--- src/rtl/prescaled_counter_pkg.sv ---
// prescaled_counter_pkg: shared sizing helper for the prescaler counter width.
package prescaled_counter_pkg;

    function automatic int pcnt_width(input int div);
        return ($clog2(div) < 1) ? 1 : $clog2(div);
    endfunction

endpackage

--- src/rtl/prescaled_counter_tick_gen.sv ---
// tick_gen: down-counting prescaler; step is high while enabled with pcnt at zero.
module tick_gen
    import prescaled_counter_pkg::*;
#(
    parameter int TICK_DIV = 50_000_000
) (
    input  logic clk,
    input  logic reset,
    input  logic en,
    input  logic restart,
    output logic step
);
    localparam int PW = pcnt_width(TICK_DIV);
    localparam logic [PW-1:0] RELOAD = PW'(TICK_DIV - 1);
    logic [PW-1:0] pcnt;
    assign step = en && pcnt == '0;
    always_ff @(posedge clk or negedge reset)
        if (!reset)
            pcnt <= RELOAD;
        else if (restart || step)
            pcnt <= RELOAD;
        else if (en)
            pcnt <= pcnt - 1'b1;
endmodule

--- src/rtl/prescaled_counter.sv ---
// prescaled_counter: modulo counter stepped by tick_gen, with up/down, wrap/saturate,
// clear/load and cascade outputs (tick, wrap).
module prescaled_counter
    import prescaled_counter_pkg::*;
#(
    parameter int     WIDTH    = 4,
    parameter longint MODULUS  = 16,
    parameter int     TICK_DIV = 50_000_000
) (
    input  logic             clk,
    input  logic             reset,
    input  logic             en,
    input  logic             clr,
    input  logic             load,
    input  logic [WIDTH-1:0] init,
    input  logic             up,
    input  logic             sat_mode,
    output logic [WIDTH-1:0] count,
    output logic             tick,
    output logic             wrap,
    output logic             at_limit
);
    // One extra bit keeps MODULUS = 2^WIDTH representable.
    localparam logic [WIDTH:0] LIM = (WIDTH+1)'(MODULUS - 1);
    function automatic logic [WIDTH-1:0] clamp(input logic [WIDTH-1:0] v);
        return ({1'b0, v} > LIM) ? LIM[WIDTH-1:0] : v;
    endfunction
    logic             step, adv, hit;
    logic [WIDTH:0]   c1, stepped;
    logic [WIDTH-1:0] nxt;
    tick_gen #(.TICK_DIV(TICK_DIV)) u_tick (
        .clk    (clk),
        .reset  (reset),
        .en     (en),
        .restart(clr || load),
        .step   (step)
    );
    always_comb begin
        c1      = {1'b0, count};
        hit     = up ? c1 == LIM : c1 == '0;
        stepped = hit ? (sat_mode ? c1 : (up ? '0 : LIM)) : (up ? c1 + 1'b1 : c1 - 1'b1);
        adv     = step && !clr && !load;
        nxt     = clr ? '0 : load ? clamp(init) : adv ? stepped[WIDTH-1:0] : count;
    end
    always_ff @(posedge clk or negedge reset)
        if (!reset) begin
            count    <= '0;
            tick     <= 1'b0;
            wrap     <= 1'b0;
            at_limit <= 1'b0;
        end else begin
            count    <= nxt;
            tick     <= adv;
            wrap     <= adv && hit && !sat_mode;
            at_limit <= up ? {1'b0, nxt} == LIM : nxt == '0;
        end
endmodule
--- config.mk ---
export PLATFORM = sky130hd
export DESIGN_NAME = prescaled_counter
export DESIGN_NICKNAME = d
export VERILOG_FILES = /design/src/rtl/prescaled_counter_pkg.sv /design/src/rtl/prescaled_counter_tick_gen.sv /design/src/rtl/prescaled_counter.sv
export SDC_FILE = /design/constraint.sdc
export NUM_CORES = 1
export LEC_CHECK = 0
export ABC_AREA = 1
export CORE_UTILIZATION = 50
export DETAILED_ROUTE_END_ITERATION = 6
export PLACE_DENSITY = 0.84
export SYNTH_ARGS = -nofsm -noshare
export SYNTH_HDL_FRONTEND = slang
export SYNTH_SLANG_ARGS = --single-unit
--- constraint.sdc ---
create_clock -name clk -period 1.56 [get_ports clk]
set_clock_uncertainty 0.1 [all_clocks]
set_input_delay 0.234 -clock clk [delete_from_list [all_inputs] [get_ports clk]]
set_output_delay 0.234 -clock clk [all_outputs]
set_load 0.05 [all_outputs]
Yosys cells after proc, flatten, opt, wreduce, memory -nomap -nowiden
Index checks and enable logic that the tools add are counted.

storage, ports and cells
  output and inout port bits = 7
  logic and storage cells = 35
  bits in registers = 33
  input bits = 11

cells by class
  reductions and logical operators = 14
  add/sub/neg operators = 3
  equality and inequality tests = 2
  multiplexer cells = 11

operator list
  kind                                                                   count
  26-bit two-way mux                                                     2
  4-bit two-way mux                                                      7
  26-bit logical NOT                                                     1
  26-bit by 1-bit subtractor with 26-bit output (second input constant)  1
  4-bit equality test (second input constant)                            2
  4-bit logical NOT                                                      2
  1-bit logical AND                                                      5
  4-bit by 1-bit adder with 4-bit output (second input constant)         1
  4-bit by 1-bit subtractor with 4-bit output (second input constant)    1
  1-bit logical NOT                                                      3
  1-bit logical OR                                                       2
  1-bit two-way mux                                                      2
  2-bit nonzero test                                                     1

Depth between registers and ports, before layout
  word-level depth = 9
  depth in mapped cells = 13
  gate-level depth less buffers = 13

By module
From an unflattened synthesis, not the netlist that was laid out.

unflattened totals
  cells, all modules = 322
  area total of the unflattened synthesis = 2337.2 um^2

modules (own cells, without submodules)
  module             cells an instance  seq. area each (um^2)  area an instance (um^2)  instances
  tick_gen           230                673.1                  1697.9                   1
  prescaled_counter  92                 175.2                  639.4                    1

Least setup slack after synthesis
OpenSTA, ideal clock, no wires.

  path kind = register to register
  start = register count[0]
  end = register at_limit
  data arrival time = 1.906 ns
  cell stages (with the launch flop) = 12
  library setup time = 0.117 ns
  buffers on the path = 0
  setup slack = -0.564 ns
  data required time = 1.343 ns
  period minus slack after synthesis = 2.124 ns
  cell sequence = dfrtp_1 -> inv_1 -> fa_1 -> xor2_1 -> nand3_1 -> nand2_1 -> nor2_1 -> nor2_1 -> nor2_1 -> nor2_1 -> nand3_1 -> nand2_1

on the way
  longest elaborated chain between the ends = 8
  elaborated cells between the ends (all ways) = 14
  classes of those cells = add/sub: 2; eq/ne: 2; mux: 8; reduce/logical: 2

ends and longest elaborated chain
  element                                                                    line                                              source
  from (decl)                                                                prescaled_counter.sv:18                           output logic [WIDTH-1:0] count,
  from (signal assigned)                                                     prescaled_counter.sv:52                           count <= nxt;
  4-bit by 1-bit subtractor with 4-bit output, or another cell as far along  prescaled_counter.sv:41                           stepped = hit ? (sat_mode ? c1 : (up ? '0 : LIM)) : (up ? c1 + 1'b1 : c1 - 1'b1);
  4-bit two-way mux / 1-bit two-way mux (equally long branches)              prescaled_counter.sv:41, prescaled_counter.sv:40
  4-bit two-way mux *                                                        prescaled_counter.sv:41
  4-bit two-way mux * (3 in series)                                          prescaled_counter.sv:43                           nxt = clr ? '0 : load ? clamp(init) : adv ? stepped[WIDTH-1:0] : count;
  net nxt[2]                                                                 prescaled_counter.sv:30                           logic [WIDTH-1:0] nxt;
  4-bit equality test / 4-bit logical NOT (equally long branches)            prescaled_counter.sv:55                           at_limit <= up ? {1'b0, nxt} == LIM : nxt == '0;
  1-bit two-way mux *                                                        prescaled_counter.sv:55
  to (signal assigned)                                                       prescaled_counter.sv:50                           at_limit <= 1'b0;
  to (signal assigned)                                                       prescaled_counter.sv:55
  to (decl)                                                                  prescaled_counter.sv:21                           output logic at_limit

The timed path passes the listed nets; every way through them passes the cells marked *.
A chain may end at the register's enable or synchronous reset.

Worst setup path in the final report
  start = register u_tick.pcnt[18]
  end = register at_limit

on the way
  longest elaborated chain between the ends = 9
  elaborated cells between the ends (all ways) = 10
  classes of those cells = eq/ne: 1; mux: 4; reduce/logical: 5

ends and longest elaborated chain
  element                                                          line                              source
  from (decl)                                                      prescaled_counter_tick_gen.sv:15  logic [PW-1:0] pcnt;
  from (signal assigned)                                           prescaled_counter_tick_gen.sv:23  pcnt <= pcnt - 1'b1;
  26-bit logical NOT *                                             prescaled_counter_tick_gen.sv:16  assign step = en && pcnt == '0;
  1-bit logical AND *                                              prescaled_counter_tick_gen.sv:16
  1-bit logical AND * (2 in series)                                prescaled_counter.sv:42           adv = step && !clr && !load;
  4-bit two-way mux * (3 in series)                                prescaled_counter.sv:43
  net nxt[2]                                                       prescaled_counter.sv:30
  4-bit equality test / 4-bit logical NOT (equally long branches)  prescaled_counter.sv:55
  1-bit two-way mux *                                              prescaled_counter.sv:55

Marks and branches as above.

==> impl_metrics.json <==
{
  "routed_via_density": 6.379,
  "drtAntennaViolNets": 0,
  "die_w_um": 66.49,
  "route.detailed.drc": 0,
  "regArea_um2": 853.3,
  "hpwl_mm": 4.431,
  "max-cap-violations": 0,
  "area_delta_synth_final_pct": 70.82,
  "grt_max_degree": 34,
  "die_h_um": 66.49,
  "grt_pass1_wl_mm": 11.96,
  "layout_common_cells": "72 x buf_4, 42 x nand2_1, 31 x inv_1",
  "powerDensity_mw_per_mm2": 620.2,
  "vias": 2813,
  "fin_nets": 406,
  "cp_max_fo": 7,
  "maxSlewHeadroom": 0.6407,
  "finalHoldViolations": 0,
  "synth_cell_types": 28,
  "mostFrequentLayoutCell": "buf_4",
  "cp.arrival_ns": 2.22,
  "setup_viol": 32,
  "place_congestion": 0.9467,
  "ios": 18,
  "vdd_drop_max_mv": 0.6428,
  "multi_input_comb_area_mm2": 0.001405,
  "start_util": 0.5199,
  "portBuffers": 17,
  "ys_seq_area_frac": 0.4079,
  "netlist_area_mm2": 0.002079,
  "violations": "setup timing",
  "grt_overflow": 0,
  "cts_inserted_buffers": 5,
  "rsz0062_at_grt": "yes",
  "die_area_mm2": 0.004421,
  "clock_latency_ns": 0.31,
  "clkSinkCount": 33,
  "tritoncts": "built",
  "slew_violations": 0,
  "grt_pass1_vias": 2594,
  "path_class": "register to register",
  "n_fill_cell": 170,
  "fin_crit_sh": 1.335,
  "hold_path_class": "input pin to async pin",
  "worstPathCellList": "nor2_4 > nand2_2 > nor2_4 > buf_4 > nand4_4 > nand2_2 > nand2_2 > nor2_2 > nor2_2 > nor2_2 > nand3_1 > nand2_1",
  "placed_cell_area_mm2": 0.002969,
  "hold_buffers": 0,
  "p_leak_nw": 1.632,
  "n_antenna_cell": 0,
  "critPathCaptureType": "register",
  "cp_slowest_stage_delay_ns": 0.44,
  "worstPathBufferInverterCount": 1,
  "grtUsageTotal": 0.3704,
  "max_freq_mhz": 480.2,
  "crit_family": "simple AND/OR/NAND/NOR gates",
  "finalInstanceArea_mm2": 0.003552,
  "synthCells": 283,
  "power.total_w": 0.002203,
  "path_clk_slew_ns": 0.08,
  "rows": 23,
  "worst_slack_ns": -0.5224,
  "antenna_found_initial": 0,
  "period_minus_slack_ns": 2.082,
  "clock-root-buffer": "clkbuf_8",
  "cts_buffer_depth": 2,
  "required_ns": 1.70,
  "cp_slowest_cell": "dfrtp_1",
  "avgSynthCellArea_um2": 7.348,
  "drt-total-wl_mm": 9.807,
  "htree_levels": 2,
  "drtPass1Iterations": 6,
  "synthesis.nets": 299,
  "placed_cells": 413,
  "drive_gt1_frac": 0.5345,
  "drt-initial-drc-count": 383,
  "status": "finished with violations",
  "yosys_warnings": 0,
  "post_drt_wl_per_cell_um": 22.24,
  "synth_seq_cells": 33,
  "setup.worst_path.start_class": "register",
  "worst_slew_pin_slew_ns": 0.5370,
  "core-area_mm2": 0.004000,
  "fin_cells": 441
}
==> worst paths after layout <==
check / start / end / slack [ns] / depth (start not counted)
setup / recovery: u_tick.pcnt[18] / at_limit / -0.52 / 12
hold / removal: reset / u_tick.pcnt[18] / 0.18 / 2
setup reg to reg: u_tick.pcnt[18] / at_limit / -0.52 / 12
hold reg to reg: u_tick.pcnt[25] / u_tick.pcnt[25] / 0.43 / 2
max in group asynchronous: reset / u_tick.pcnt[13] / 0.91 / 2
min in group clk: u_tick.pcnt[25] / u_tick.pcnt[25] / 0.43 / 2
==> cell usage after synthesis (all sizes together) <==
| cell | instances | area [µm²] |
|---|---|---|
| a21oi | 16 | 80.08 |
| buf | 2 | 10.01 |
| dfrtp | 15 | 375.4 |
| dfstp | 18 | 473.0 |
| fa | 1 | 20.02 |
| ha | 4 | 50.05 |
| inv | 40 | 150.1 |
| nand2 | 61 | 244.0 |
| nand3 | 27 | 157.7 |
| nand3b | 4 | 30.03 |
| nand4 | 6 | 43.79 |
| nor2 | 52 | 246.5 |
| nor3 | 6 | 30.03 |
| nor4 | 3 | 18.77 |
| o211ai | 2 | 15.01 |
| o21ai | 24 | 120.1 |
| or2 | 1 | 6.260 |
| xor2 | 1 | 8.760 |
==> power by group <==
group          leakage (nW)  switching [W]  internal (W)
logic                  1.18       0.000233      0.000177
clock network        0.0585       0.000384      0.000522
registers             0.389      0.0000148      0.000872
total                  1.63       0.000632       0.00157
==> repair_timing <==
action,CTS,global route
gates resized for setup,38,48
endpoints found under the setup margin,33,33
pin swaps,32,23
setup buffers,10,13
==> registers in the layout, summed over array words and instances (netlist names) <==
register,count
tick,1
count,4
wrap,1
u_tick.pcnt,26
at_limit,1
==> metal layers <==
| metal | vias to the layer above | wire length, µm | GRT usage |
|---|---|---|---|
| li1 | 1134 | - | - |
| met1 | 1307 | 3261 | 0.4054 |
| met2 | 281 | 4736 | 0.6403 |
| met3 | 91 | 986 | 0.07534 |
| met4 | 0 | 822 | 0.2500 |
| met5 | - | 0 | 0 |
==> cell type report <==
| cell class | count | area share |
|---|---|---|
| timing repair buffer | 102 | 0.2681 |
| inverter | 40 | 0.04579 |
| sequential | 33 | 0.2402 |
| clock inverter | 1 | 0.008454 |
| clock buffer | 7 | 0.02430 |
| multi-input combinational | 208 | 0.3956 |
| tap | 50 | 0.01761 |
==> per-stage QoR <==
stage / TNS [ns] / util / hold slack, ns / worst slack (ns)
after floorplan: -2.469 / - / -0.1616 / -0.2976
after global placement: -11.31 / 0.7423 / 0.3788 / -0.6344
after detailed placement: -12.74 / 0.7423 / 0.4009 / -0.7361
after CTS: -6.181 / 0.8208 / 0.2094 / -0.2924
after global routing: -14.23 / 0.8880 / 0.2031 / -0.6808
final: -11.38 / 0.8880 / 0.1833 / -0.5224
==> logic make-up (layout without fill, tap and decap cells) <==
group,after synthesis,count (layout),synth area share
and+or+nand+nor,160,160,0.3737
DFF,33,33,0.4079
AOI/OAI and AO/OA,42,42,0.1035
xor gates and xnor gates,1,1,0.004213
buffers and inverters,42,150,0.07702
adders and majority gates,5,5,0.03370
Note: power is estimated with default switching activity, not from simulation.
